==> config.mk <==
export PLATFORM = sky130hd
export DESIGN_NAME = mem_arbiter_flat
export DESIGN_NICKNAME = d
export VERILOG_FILES = /design/src/rtl/mem_arbiter_pkg.sv /design/src/rtl/mem_arbiter_if.sv /design/src/rtl/mem_arbiter.sv /design/src/flat_wrapper.sv
export SDC_FILE = /design/constraint.sdc
export NUM_CORES = 1
export LEC_CHECK = 0
export ABC_AREA = 1
export CAP_MARGIN = 20
export CORE_ASPECT_RATIO = 1.1
export CORE_MARGIN = 2
export CORE_UTILIZATION = 38
export DETAILED_ROUTE_END_ITERATION = 10
export PLACE_DENSITY = 0.91
export SLEW_MARGIN = 10
export SYNTH_ARGS = -nofsm -noshare
export SYNTH_HDL_FRONTEND = slang
export SYNTH_SLANG_ARGS = --single-unit
==> constraint.sdc <==
create_clock -name clk -period 1.95 [get_ports clk]
set_clock_uncertainty 0.2 [all_clocks]
set_input_delay 0.39 -clock clk [delete_from_list [all_inputs] [get_ports clk]]
set_output_delay 0.39 -clock clk [all_outputs]
set_load 0.02 [all_outputs]
==> src/rtl/mem_arbiter_pkg.sv <==
// Shared definitions for the instruction-fetch / data-port RAM arbiter:
// default geometry, owner FSM encodings and the address range check.
package mem_arbiter_pkg;

    localparam int unsigned DEF_ADDR_W       = 15;
    localparam int unsigned DEF_STARVE_LIMIT = 4;

    // Read-owner FSM encodings; the state names which port gets the
    // read data returning from the RAM in the following cycle.
    localparam logic [1:0] ST_IDLE  = 2'b00;
    localparam logic [1:0] ST_RD_IF = 2'b01;
    localparam logic [1:0] ST_RD_D  = 2'b10;

    // True when the byte address has set bits above the RAM word-address range.
    function automatic logic addr_oob(input logic [31:0] addr, input int unsigned aw);
        return (addr >> (aw + 32'd2)) != 32'd0;
    endfunction

endpackage

==> src/rtl/mem_arbiter_if.sv <==
// Bundle of the fetch port, the data port and the single-port RAM side.
// master = requesters plus RAM model, slave = the arbiter.
interface mem_arbiter_if
    import mem_arbiter_pkg::*;
#(
    parameter int unsigned ADDR_W = DEF_ADDR_W
) ();

    logic              if_req;
    logic [31:0]       if_addr;
    logic              if_gnt;
    logic              if_rvalid;
    logic [31:0]       if_rdata;

    logic              d_req;
    logic              d_we;
    logic [3:0]        d_be;
    logic [31:0]       d_addr;
    logic [31:0]       d_wdata;
    logic              d_gnt;
    logic              d_rvalid;
    logic [31:0]       d_rdata;

    logic [3:0]        mem_wen;
    logic [ADDR_W-1:0] mem_addr;
    logic [31:0]       mem_wdata;
    logic [31:0]       mem_rdata;

    modport master (
        output if_req, if_addr, d_req, d_we, d_be, d_addr, d_wdata, mem_rdata,
        input  if_gnt, if_rvalid, if_rdata, d_gnt, d_rvalid, d_rdata,
               mem_wen, mem_addr, mem_wdata
    );

    modport slave (
        input  if_req, if_addr, d_req, d_we, d_be, d_addr, d_wdata, mem_rdata,
        output if_gnt, if_rvalid, if_rdata, d_gnt, d_rvalid, d_rdata,
               mem_wen, mem_addr, mem_wdata
    );

endinterface

==> src/rtl/mem_arbiter.sv <==
// Two-port arbiter in front of a single-port RAM with one-cycle read latency.
// Data port has priority; a saturating starve counter lets a waiting fetch
// through after STARVE_LIMIT consecutive data grants. Grants are combinational
// so a new access can be issued every cycle.
module mem_arbiter
    import mem_arbiter_pkg::*;
#(
    parameter int unsigned ADDR_W       = DEF_ADDR_W,
    parameter int unsigned STARVE_LIMIT = DEF_STARVE_LIMIT
) (
    input logic          clk,
    input logic          reset,
    mem_arbiter_if.slave bus
);

    localparam int unsigned     CNT_W   = (STARVE_LIMIT < 1) ? 1 : $clog2(STARVE_LIMIT + 1);
    localparam logic [CNT_W-1:0] CNT_MAX = CNT_W'(STARVE_LIMIT);

    logic [1:0]       state_q;
    logic [1:0]       state_d;
    logic [CNT_W-1:0] starve_q;
    logic             rd_oob_q;
    logic [31:0]      if_rdata_q;
    logic [31:0]      d_rdata_q;

    logic             fetch_wins;
    logic             if_gnt;
    logic             d_gnt;
    logic [31:0]      sel_addr;
    logic             sel_oob;
    logic             if_rv;
    logic             d_rv;
    logic [31:0]      rd_data;

    // Arbitration: data first unless the fetch port has hit its starve limit.
    always_comb begin
        fetch_wins = bus.if_req && (!bus.d_req || starve_q == CNT_MAX);
        if_gnt     = !reset && fetch_wins;
        d_gnt      = !reset && bus.d_req && !fetch_wins;
        sel_addr   = if_gnt ? bus.if_addr : bus.d_addr;
        sel_oob    = addr_oob(sel_addr, ADDR_W);
        state_d    = ST_IDLE;
        if (if_gnt) begin
            state_d = ST_RD_IF;
        end else if (d_gnt && !bus.d_we) begin
            state_d = ST_RD_D;
        end
    end

    // RAM request side: address/write strobes only for a granted access.
    always_comb begin
        bus.if_gnt    = if_gnt;
        bus.d_gnt     = d_gnt;
        bus.mem_addr  = '0;
        bus.mem_wen   = '0;
        bus.mem_wdata = '0;
        if (if_gnt || d_gnt) begin
            bus.mem_addr = sel_addr[ADDR_W+1:2];
        end
        if (d_gnt && bus.d_we) begin
            bus.mem_wdata = bus.d_wdata;
            if (!sel_oob) begin
                bus.mem_wen = bus.d_be;
            end
        end
    end

    // Read return: RAM data is routed straight to the owner in the cycle it
    // arrives; the registered copy only serves as the hold value afterwards.
    always_comb begin
        if_rv         = (state_q == ST_RD_IF) && !reset;
        d_rv          = (state_q == ST_RD_D) && !reset;
        rd_data       = rd_oob_q ? '0 : bus.mem_rdata;
        bus.if_rvalid = if_rv;
        bus.d_rvalid  = d_rv;
        bus.if_rdata  = if_rv ? rd_data : if_rdata_q;
        bus.d_rdata   = d_rv ? rd_data : d_rdata_q;
    end

    // Owner FSM, starve counter and read-data hold registers.
    always_ff @(posedge clk) begin
        if (reset) begin
            state_q    <= ST_IDLE;
            starve_q   <= '0;
            rd_oob_q   <= 1'b0;
            if_rdata_q <= '0;
            d_rdata_q  <= '0;
        end else begin
            state_q    <= state_d;
            rd_oob_q   <= sel_oob;
            if_rdata_q <= bus.if_rdata;
            d_rdata_q  <= bus.d_rdata;
            if (!bus.if_req || if_gnt) begin
                starve_q <= '0;
            end else if (d_gnt && starve_q != CNT_MAX) begin
                starve_q <= starve_q + CNT_W'(1);
            end
        end
    end

endmodule

==> src/flat_wrapper.sv <==
// flat-port wrapper written by rule: the top's interface ports become plain ports
module mem_arbiter_flat import mem_arbiter_pkg::*;
#(
    parameter int unsigned ADDR_W       = DEF_ADDR_W,
    parameter int unsigned STARVE_LIMIT = DEF_STARVE_LIMIT
)
  (clk, reset, bus_if_req, bus_if_addr, bus_d_req, bus_d_we, bus_d_be, bus_d_addr, bus_d_wdata, bus_mem_rdata, bus_if_gnt, bus_if_rvalid, bus_if_rdata, bus_d_gnt, bus_d_rvalid, bus_d_rdata, bus_mem_wen, bus_mem_addr, bus_mem_wdata);
  mem_arbiter_if #(.ADDR_W(ADDR_W)) bus_i ();
  input logic clk;
  input logic reset;
  input wire logic [$bits(bus_i.if_req)-1:0] bus_if_req;
  input wire logic [$bits(bus_i.if_addr)-1:0] bus_if_addr;
  input wire logic [$bits(bus_i.d_req)-1:0] bus_d_req;
  input wire logic [$bits(bus_i.d_we)-1:0] bus_d_we;
  input wire logic [$bits(bus_i.d_be)-1:0] bus_d_be;
  input wire logic [$bits(bus_i.d_addr)-1:0] bus_d_addr;
  input wire logic [$bits(bus_i.d_wdata)-1:0] bus_d_wdata;
  input wire logic [$bits(bus_i.mem_rdata)-1:0] bus_mem_rdata;
  output wire logic [$bits(bus_i.if_gnt)-1:0] bus_if_gnt;
  output wire logic [$bits(bus_i.if_rvalid)-1:0] bus_if_rvalid;
  output wire logic [$bits(bus_i.if_rdata)-1:0] bus_if_rdata;
  output wire logic [$bits(bus_i.d_gnt)-1:0] bus_d_gnt;
  output wire logic [$bits(bus_i.d_rvalid)-1:0] bus_d_rvalid;
  output wire logic [$bits(bus_i.d_rdata)-1:0] bus_d_rdata;
  output wire logic [$bits(bus_i.mem_wen)-1:0] bus_mem_wen;
  output wire logic [$bits(bus_i.mem_addr)-1:0] bus_mem_addr;
  output wire logic [$bits(bus_i.mem_wdata)-1:0] bus_mem_wdata;
  assign bus_i.if_req = bus_if_req;
  assign bus_i.if_addr = bus_if_addr;
  assign bus_i.d_req = bus_d_req;
  assign bus_i.d_we = bus_d_we;
  assign bus_i.d_be = bus_d_be;
  assign bus_i.d_addr = bus_d_addr;
  assign bus_i.d_wdata = bus_d_wdata;
  assign bus_i.mem_rdata = bus_mem_rdata;
  assign bus_if_gnt = bus_i.if_gnt;
  assign bus_if_rvalid = bus_i.if_rvalid;
  assign bus_if_rdata = bus_i.if_rdata;
  assign bus_d_gnt = bus_i.d_gnt;
  assign bus_d_rvalid = bus_i.d_rvalid;
  assign bus_d_rdata = bus_i.d_rdata;
  assign bus_mem_wen = bus_i.mem_wen;
  assign bus_mem_addr = bus_i.mem_addr;
  assign bus_mem_wdata = bus_i.mem_wdata;
  mem_arbiter #(.ADDR_W(ADDR_W), .STARVE_LIMIT(STARVE_LIMIT)) u_core (.clk(clk), .reset(reset), .bus(bus_i));
endmodule
==> run metrics, run 1 <==
Synth Warn # 0; Synth Net Count 780; die height 113 µm; Post-synth top cells inv_1, nand2_1, a21oi_1; DP Worst Slack -0.976 ns; dominant cell type by area after synthesis dfxtp_1; Synth Flop Type dfxtp_1; GR repair worst EP bus_mem_wdata[0]; Post-Syn Area per Cell 6.45 µm²; top-count cell post-synth inv_1; io pins 256; Post-synth EDFFs 0; Row Count 39; Synth cell types 22; largest net degree at the start of global routing 65; PortBufs 251; worst endpoint type output port; area share of the largest cell type after synthesis 0.339; Post-Synthesis Cells 641; register area share after synthesis 0.339; H-Tree Depth 3; Clock Path Buffers 2; DP HPWL 12.8 mm; outcome aborted with a tool error; CTS Hold Bufs 0; Syn Std Cell Area 4140 µm²; Yosys reg bits 70; routability cong. 0.826; Synth area leaders dfxtp_1, inv_1, nand2_1, a21oi_1, a211oi_2; clock tree sinks 70; Run Error [ERROR DPL-0038] Utilization greater than 100%, impossible to legalize; Initial Utilization 0.394; Num CTS Buffers 9; Die Width 103 µm; Root Buffer clkbuf_16; ys async rst share 0; Fail Step 5_1_grt
cells by family after synthesis:
group           share of synthesized area
fa+ha+maj                         0.00605
flops                               0.339
compound gates                      0.266
simple gates                        0.172
xor+xnor                          0.00212
buf+inv                             0.216
stage by stage:
stage                     cells  hold WS, ns  utilization  cell area [µm²]
after CTS                  1202        0.116        0.928             9730
after detailed placement   1121        0.284        0.761             7990
after floorplan             641        0.194            -             4440
after global placement     1121        0.278        0.761             7990
what timing repair did:
item                                    in CTS
buffers inserted                            53
pin swaps                                   22
endpoints found under the setup margin     119
cloned                                      13
endpoints found under the hold margin        0
gates resized for setup                    930
==> run 2, diff against run 1 <==
Settings changed: CORE_ASPECT_RATIO 1.1 to not set, PLACE_DENSITY 0.91 to not set, PLACE_DENSITY_LB_ADDON set to 0.15.
==> run 2 against run 1 <==
Compared with the run above:
- synthesized cell count unchanged
- area after synthesis unchanged
- the flow now finishes, with violations (negative setup slack)
==> run metrics, run 2 <==
GRT Resource Usage Total 0.309; fin util 0.947; setup slack, reg-to-reg -0.01 ns; most frequent cells in the layout buf_4, clkdlybuf4s50_1, inv_1; HP Class input pin to flip-flop; Hold Path Cell Cnt 4; Max Cap Violations 0; Worst Setup End Kind output pin; Synth Flop Type dfxtp_1; pwr dens 426 nW/µm²; Post-synth top cells inv_1, nand2_1, a21oi_1; hold_sp reset; Final Hold Viols 0; die height 108 µm (-4.5%); critical path arrival 2.06 ns; Die Width 108 µm (+4.7%); RSZ-0062 raised after global routing yes; ys async rst share 0 (unchanged); Num CTS Buffers 9 (unchanged); post-DR wirelength/cell 23.6 µm; Post-synth EDFFs 0 (unchanged); routed vias 6826; most common cell after layout, fill and taps aside buf_4; startpoint types flip-flop; FF-to-FF path depth 9; Inserted Diodes 0; DRC viols 0; Synth Net Count 780 (unchanged); Post-Synthesis Cells 641 (unchanged); top-count cell post-synth inv_1; grt total ovfl 0; FF-to-FF Start u_core.state_q[0]$_SDFF_PP0_; max frequency 377 MHz; clk slew on worst S/H paths 0.08 ns; Synth area leaders dfxtp_1, inv_1, nand2_1, a21oi_1, a211oi_2; io pins 256 (unchanged); WP data required 1.36 ns; Synth cell types 22 (unchanged); worst slew pin tran 0.558 ns; final std cells w/o fill 1218; die area 11700 µm²; Syn Std Cell Area 4140 µm² (unchanged); Row Count 38 (-2.6%); max-slew violations 0; final setup violation count 120; PortBufs 251 (unchanged); Clock Path Buffers 2 (unchanged); layout net count 1212; Initial Utilization 0.385 (-0.00932); WS Path Type flip-flop to output pin; routability cong. 0.862 (+4.4%); Initial DRC Count 648; WL final 28.7 mm; Hold Path End u_core.starve_q[1]$_SDFFE_PP0P_; DP HPWL 12.0 mm (-6.5%); area share of the largest cell type after synthesis 0.339 (unchanged); crit-path max FO 6; share of cells above drive strength 1 0.562; Synth Warn # 0 (unchanged); failing checks negative setup slack; first-pass GRT wire length 28.4 mm; Root Buffer clkbuf_8; placed cell count 1112 (-0.80%); core area 10700 µm²; Final min period 2.65 ns; H-Tree Depth 3 (unchanged); leak pwr 4.57 nW; drt first pass iters 6; Worst-Skew Late Latency 0.38 ns; Final period util 1.36; CTS tree built; register area share after synthesis 0.339 (unchanged); vias per inst 5.60; fin worst setup slack -0.700 ns; antenna violations before repair 0; clock tree sinks 70 (unchanged); vias in the first global route 5932; ANT nets after route 0; Rel. slew slack 0.628; Yosys reg bits 70 (unchanged); dominant cell type by area after synthesis dfxtp_1; worst vdd ir 394 µV; top flop regs u_core.d_rdata_q (32), u_core.if_rdata_q (32), u_core.starve_q (3); outcome finished, violations left; reg2reg end u_core.d_rdata_q[11]$_SDFF_PP0_; largest net degree at the start of global routing 39; Post-Syn Area per Cell 6.45 µm² (unchanged); Layout area overhead 146%
## run 2: cell counts after synthesis
No cell type changed its count.
## run 2: area by class of cell
type / instances / area [µm²]
Sequential cell: 70 / 1410
Multi-Input combinational cell: 347 / 2930
Tap cell: 140 / 175
Fill cell: 291 / 571
Inverter: 187 / 762
Clock inverter: 7 / 51.3
Clock buffer: 9 / 124
Timing Repair Buffer: 458 / 4720
## run 2: per-stage QoR
stage	instance area (µm²)	setup TNS (ns)	hold slack [ns]	total power (W)	setup slack [ns]
floorplan	4440	-0.311	0.194	0.00203	-0.0425
global placement	7920	-72.76	0.276	0.00271	-0.896
detailed placement	7920	-76.35	0.304	0.00275	-0.964
CTS	8750	-36.97	0.288	0.00389	-0.480
global route	10200	-56.16	0.316	0.00443	-0.792
finish	10200	-51.81	0.318	0.00434	-0.700
## run 2: worst max-delay path by stage
stage | startpoint | to | cells past startpoint
after floorplan | u_core.starve_q[0]$_SDFFE_PP0P_ | bus_mem_addr[3] | 8
after global placement | bus_d_req | bus_mem_wdata[31] | 9
after detailed placement | bus_d_req | bus_mem_wdata[21] | 9
after CTS | u_core.starve_q[0]$_SDFFE_PP0P_ | bus_mem_wen[1] | 9
after global routing | u_core.starve_q[0]$_SDFFE_PP0P_ | bus_mem_wdata[8] | 11
final | u_core.starve_q[0]$_SDFFE_PP0P_ | bus_mem_wdata[8] | 11
## run 2: power by group
group	total, W	switching, W	internal [W]	leakage, nW
Combinational	0.00170	0.000871	0.000832	3.91
Clock	0.00113	0.000670	0.000463	0.0852
Sequential	0.00150	0.0000249	0.00148	0.570
Total	0.00434	0.00157	0.00277	4.57
## run 2: per-layer routing
layer / vias up / part of all wire / global-route usage
met5: - / 0 / 0
met4: 0 / 0.097 / 0.125
met3: 252 / 0.081 / 0.0747
met2: 559 / 0.51 / 0.593
met1: 3188 / 0.32 / 0.319
li1: 2827 / - / -
## run 2: logic make-up (layout without fill, tap and decap cells)
group           after synthesis  in the layout  share of synthesized area
flops                        70             70                      0.339
compound gates              160            160                      0.266
xor+xnor                      1              1                    0.00212
buf+inv                     224            661                      0.216
fa+ha+maj                     2              2                    0.00605
simple gates                184            184                      0.172
## run 2: what timing repair did
action / CTS / global route
resized for setup: 721 / 308
hold buffers: 0 / 0
setup buffers: 22 / 57
setup endpoints to repair: 119 / 119
pin swaps: 7 / 31
cloned: 8 / 6
## run 2: worst max-delay path, cell delays in order, from the launching register on
cell and delay [ns]:
dfxtp_2 0.36, inv_2 0.05, ha_4 0.16, nand2_2 0.06
nand2_2 0.07, nand2_2 0.11, nand2_2 0.11, nor2_4 0.20
inv_6 0.10, clkbuf_16 0.19, nor2_4 0.13, buf_6 0.14
Power figures use the tool's default switching activity.
==> RTL change 1 (config.mk and constraints of run 2) <==
The package constant `DEF_STARVE_LIMIT` goes from 4 to 2.
--- a/src/rtl/mem_arbiter_pkg.sv
+++ b/src/rtl/mem_arbiter_pkg.sv
@@ -3,7 +3,7 @@
 package mem_arbiter_pkg;
 
     localparam int unsigned DEF_ADDR_W       = 15;
-    localparam int unsigned DEF_STARVE_LIMIT = 4;
+    localparam int unsigned DEF_STARVE_LIMIT = 2;
 
     // Read-owner FSM encodings; the state names which port gets the
     // read data returning from the RAM in the following cycle.
Formal check against the unedited RTL: not equivalent (a bounded check fails within 4 cycles, from zero or initial values and one cycle with reset high).
==> RTL change 1 against run 2 <==
  * The flow still finishes with violations (negative setup slack)
  * Die area fell by 1.1%
  * Global-route usage rose by 2.5 points
  * Total power rose by 6.8%
  * Routed wire length rose by 5.0%
  * Utilization rose by 2.7 points
  * Sequential share of layout area fell by 0.088 points
  * Worst setup slack improved by 0.14 ns
  * Final area fell by 0.70%
  * Combinational power rose by 5%
  * Sequential cell count fell by 1
  * Critical path depth did not move
  * Area after synthesis fell by 1.1%
==> RTL change 1: results (changes against run 2) <==
synth.yosys.seq_area_share: 0.338  # -0.00106
placedCellCount: 1101  # -0.99%
tns_ns: -48.00  # +3.81 ns
drt_iter0_drc: 666  # +2.8%
setup_viol: 131  # +9.2%
drive_gt1_frac: 0.596  # +0.0336
crit_path_max_incr_delay_ns: 0.37
crit_fanout: 7  # +1
final-instance-count-excl-fill: 1165  # -4.4%
r2r_start: "u_core.state_q[1]$_SDFF_PP0_"
hold_path_class: "in -> reg"
dp_hpwl_um: 12500  # +4.4%
slew_headroom: 0.584  # -0.0439
crit_family: "simple AND/OR/NAND/NOR gates"
hp-start: "reset"
cts_max_level: 3  # unchanged
cpMaxStageDelayCell: "dfxtp_2"
ys_types: 18  # -18%
postSynthCellCount: 634  # -1.1%
grt_pass1_vias: 6182  # +4.2%
dp_slack_ns: -0.992  # -0.0278 ns
grtUsageMet3: 0.0702  # -0.00453
yosys-top-cells-area: "dfxtp_1 34%, inv_1 16%, a211oi_2 10%"
arrival_ns: 1.92  # -0.14 ns
drt_wl_total_um: 30100  # +5.0%
r2r_slack_ns: -0.15  # -0.14 ns
first_pass_iters: 7  # +1
worstRegToRegCells: 10  # +1
status: "finished, violations left"
grt_util_met2: 0.646  # +0.0535
syn-num-nets: 772  # -1.0%
cts_max_path_buffers: 2  # unchanged
ir_drop_mv: 0.413  # +5.0%
nFillCells: 158  # -46%
setup_slack_ns: -0.562  # +0.138 ns
whs_endpoint: "u_core.starve_q[1]$_SDFFE_PP0P_"
whs_path_depth: 4  # unchanged
via_count: 6945  # +1.7%
clk_latency_ns: 0.36  # -0.02 ns
netlist_top_cells_count: "172 x inv_1, 113 x nand2_1, 86 x nor2_1"
grt_start_max_net_pins: 39  # unchanged
r2r-end: "u_core.d_rdata_q[5]$_SDFF_PP0_"
met1_usage: 0.325  # +0.00681
grtUsageTotal: 0.334  # +0.0251
p_leak_uw: 0.00438  # -4.0%
ant_nets: 0  # unchanged
whs_ns: 0.290  # -0.0274 ns
antenna_found_initial: 0  # unchanged
gp_congestion: 0.906  # +5.0%
largest_registers: "u_core.d_rdata_q (32), u_core.if_rdata_q (32)"
violations: "negative setup slack"
## RTL change 1: cell families (layout without fill, tap and decap cells)
group	after synthesis	after routing	share of synthesized area
fa+ha+maj	1	1	0.00306
compound gates	147	147	0.261
flops	69	69	0.338
buf+inv	211	606	0.204
simple gates	206	206	0.194
## RTL change 1: what timing repair did
item	in CTS	in global routing
hold buffers	0	0
resized for setup	900	224
pin swaps	18	49
endpoints found under the setup margin	119	119
setup buffers	22	21
cloned	8	6
## RTL change 1: how the worst max path moves through the flow
| stage | startpoint | to | slack [ns] | depth (start not counted) |
|---|---|---|---|---|
| after CTS | u_core.starve_q[0]$_SDFFE_PP0P_ | bus_mem_wdata[20] | -0.44 | 11 |
| after global routing | u_core.starve_q[0]$_SDFFE_PP0P_ | bus_mem_addr[2] | -0.75 | 11 |
| after floorplan | u_core.starve_q[0]$_SDFFE_PP0P_ | bus_mem_wen[0] | -0.07 | 8 |
| after detailed placement | bus_d_req | bus_mem_wdata[20] | -0.99 | 9 |
| final | u_core.starve_q[0]$_SDFFE_PP0P_ | bus_mem_addr[2] | -0.56 | 11 |
| after global placement | bus_d_req | bus_mem_wdata[11] | -0.91 | 9 |
## RTL change 1: layout make-up
cell class / count / area (um2) / area share
clock inverters: 6 / 88.8 / 0.00879
repair buffers: 416 / 4310 / 0.427
well taps: 136 / 170 / 0.0168
clock buffers: 9 / 124 / 0.0123
multi-input cells: 354 / 3290 / 0.326
inverters: 175 / 729 / 0.0722
flip-flops and latches: 69 / 1390 / 0.137
## RTL change 1: where the power goes
group	internal [uW]	leakage, uW	total [uW]	switching [uW]
Sequential	1450	0.000562	1480	24.7
Combinational	841	0.00372	1790	948
Clock	714	0.000101	1360	649
## RTL change 1: stage by stage
stage | power, uW | area (um2)
4_1_cts | 4180 | 8970
6_report | 4630 | 10100
3_3_place_gp | 2700 | 7800
2_1_floorplan | 2020 | 4390
5_1_grt | 4710 | 10100
3_5_place_dp | 2730 | 7800
## RTL change 1: metal layers
| layer | wire length [um] | part of all wire | vias to the layer above |
|---|---|---|---|
| met3 | 2810 | 0.093 | 332 |
| met4 | 3630 | 0.12 | 0 |
| met2 | 14700 | 0.49 | 710 |
| li1 | - | - | 2721 |
| met1 | 9000 | 0.30 | 3182 |
| met5 | 0 | 0 | - |
## RTL change 1: worst reg2reg max path, delay by kind of cell (launching register included)
kind / cells / cell delay (ns)
AND/OR/NAND/NOR: 2 / 0.16
buffers and inverters: 7 / 0.97
flip-flops: 1 / 0.34
AO/OA/AOI/OAI: 1 / 0.32
==> RTL change 2 (settings of run 2) <==
Without the edit above. `if_rdata_q` and `d_rdata_q` no longer have a reset.
--- a/src/rtl/mem_arbiter.sv
+++ b/src/rtl/mem_arbiter.sv
@@ -83,13 +83,9 @@
             state_q    <= ST_IDLE;
             starve_q   <= '0;
             rd_oob_q   <= 1'b0;
-            if_rdata_q <= '0;
-            d_rdata_q  <= '0;
         end else begin
             state_q    <= state_d;
             rd_oob_q   <= sel_oob;
-            if_rdata_q <= bus.if_rdata;
-            d_rdata_q  <= bus.d_rdata;
             if (!bus.if_req || if_gnt) begin
                 starve_q <= '0;
             end else if (d_gnt && starve_q != CNT_MAX) begin
@@ -98,5 +94,10 @@
         end
     end
 
+    always_ff @(posedge clk) begin
+        if_rdata_q <= bus.if_rdata;
+        d_rdata_q  <= bus.d_rdata;
+    end
+
 endmodule
 
Formal check against the unedited RTL: differs if reset is asserted again (counterexample within 4 cycles, from zero or initial values and one cycle with reset high); with reset held inactive, the same outputs for 10 cycles.
==> RTL change 2 against run 2 <==
  * The run now fails in 5_1_grt
  * Area after synthesis is 20% lower
==> RTL change 2: results (changes against run 2) <==
gp_congestion: 0.860  # -0.31%
clkSinkCount: 70  # unchanged
cts_root_buf: "clkbuf_8"
syn-num-nets: 599  # -23%
dp_hpwl_um: 9120  # -24%
yosys-top-cells-area: "dfxtp_1 43%, nor2_1 14%, inv_1 12%"
numCtsBuffers: 9  # unchanged
ys_types: 22  # unchanged
status: "stopped before the end"
cts_max_path_buffers: 2  # unchanged
placedCellCount: 815  # -27%
avgSynthCellArea_um2: 7.16  # +11%
synthArstFlopShare: 0  # unchanged
synth.yosys.seq_area_share: 0.425  # +0.0866
netlist_top_cells_count: "119 x nor2_1, 105 x inv_1, 70 x dfxtp_1"
tool.error: "[ERROR DPL-0038] Utilization greater than 100%, impossible to legalize"
worstEndpointGrtRepair: "bus_mem_addr[12]"
outcome.stop_stage: "5_1_grt"
place_area_mm2: 0.00613  # -23%
cts_max_level: 3  # unchanged
ys.warnings.count: 0  # unchanged
worstEndpointType: "output port"
io_buffers: 251  # unchanged
synth-main-ff-cell: "dfxtp_1"
grt_start_max_net_pins: 23
postSynthCellCount: 460  # -28%
## RTL change 2: changes by cell type after synthesis, sizes merged, moves of 13 or more
cell / change
buf: -13
mux2: +32
a21oi: -76
nand2: -63
inv: -79
nor2: +56
o21ai: +32
a211oi: -64
## RTL change 2: per-stage QoR
stage,worst slack (ns),hold slack (ns)
2_1_floorplan,-0.0295,0.217
3_3_place_gp,-0.922,0.253
3_5_place_dp,-1.03,0.258
4_1_cts,-0.553,0.269
## RTL change 2: logic make-up after synthesis
kind of cell             after synthesis  share of synthesized area
AO/OA/AOI/OAI                         51                     0.0775
flip-flops                            70                      0.425
AND/OR/NAND/NOR                      177                      0.215
XOR/XNOR                               1                    0.00266
multiplexers                          32                      0.109
adder cells (fa/ha/maj)                2                    0.00759
buffers and inverters                127                      0.163
## RTL change 2: repair_timing
| item | in CTS |
|---|---|
| pin swaps | 15 |
| setup endpoints to repair | 119 |
| buffers inserted | 57 |
| resized for setup | 901 |
| gates cloned | 14 |
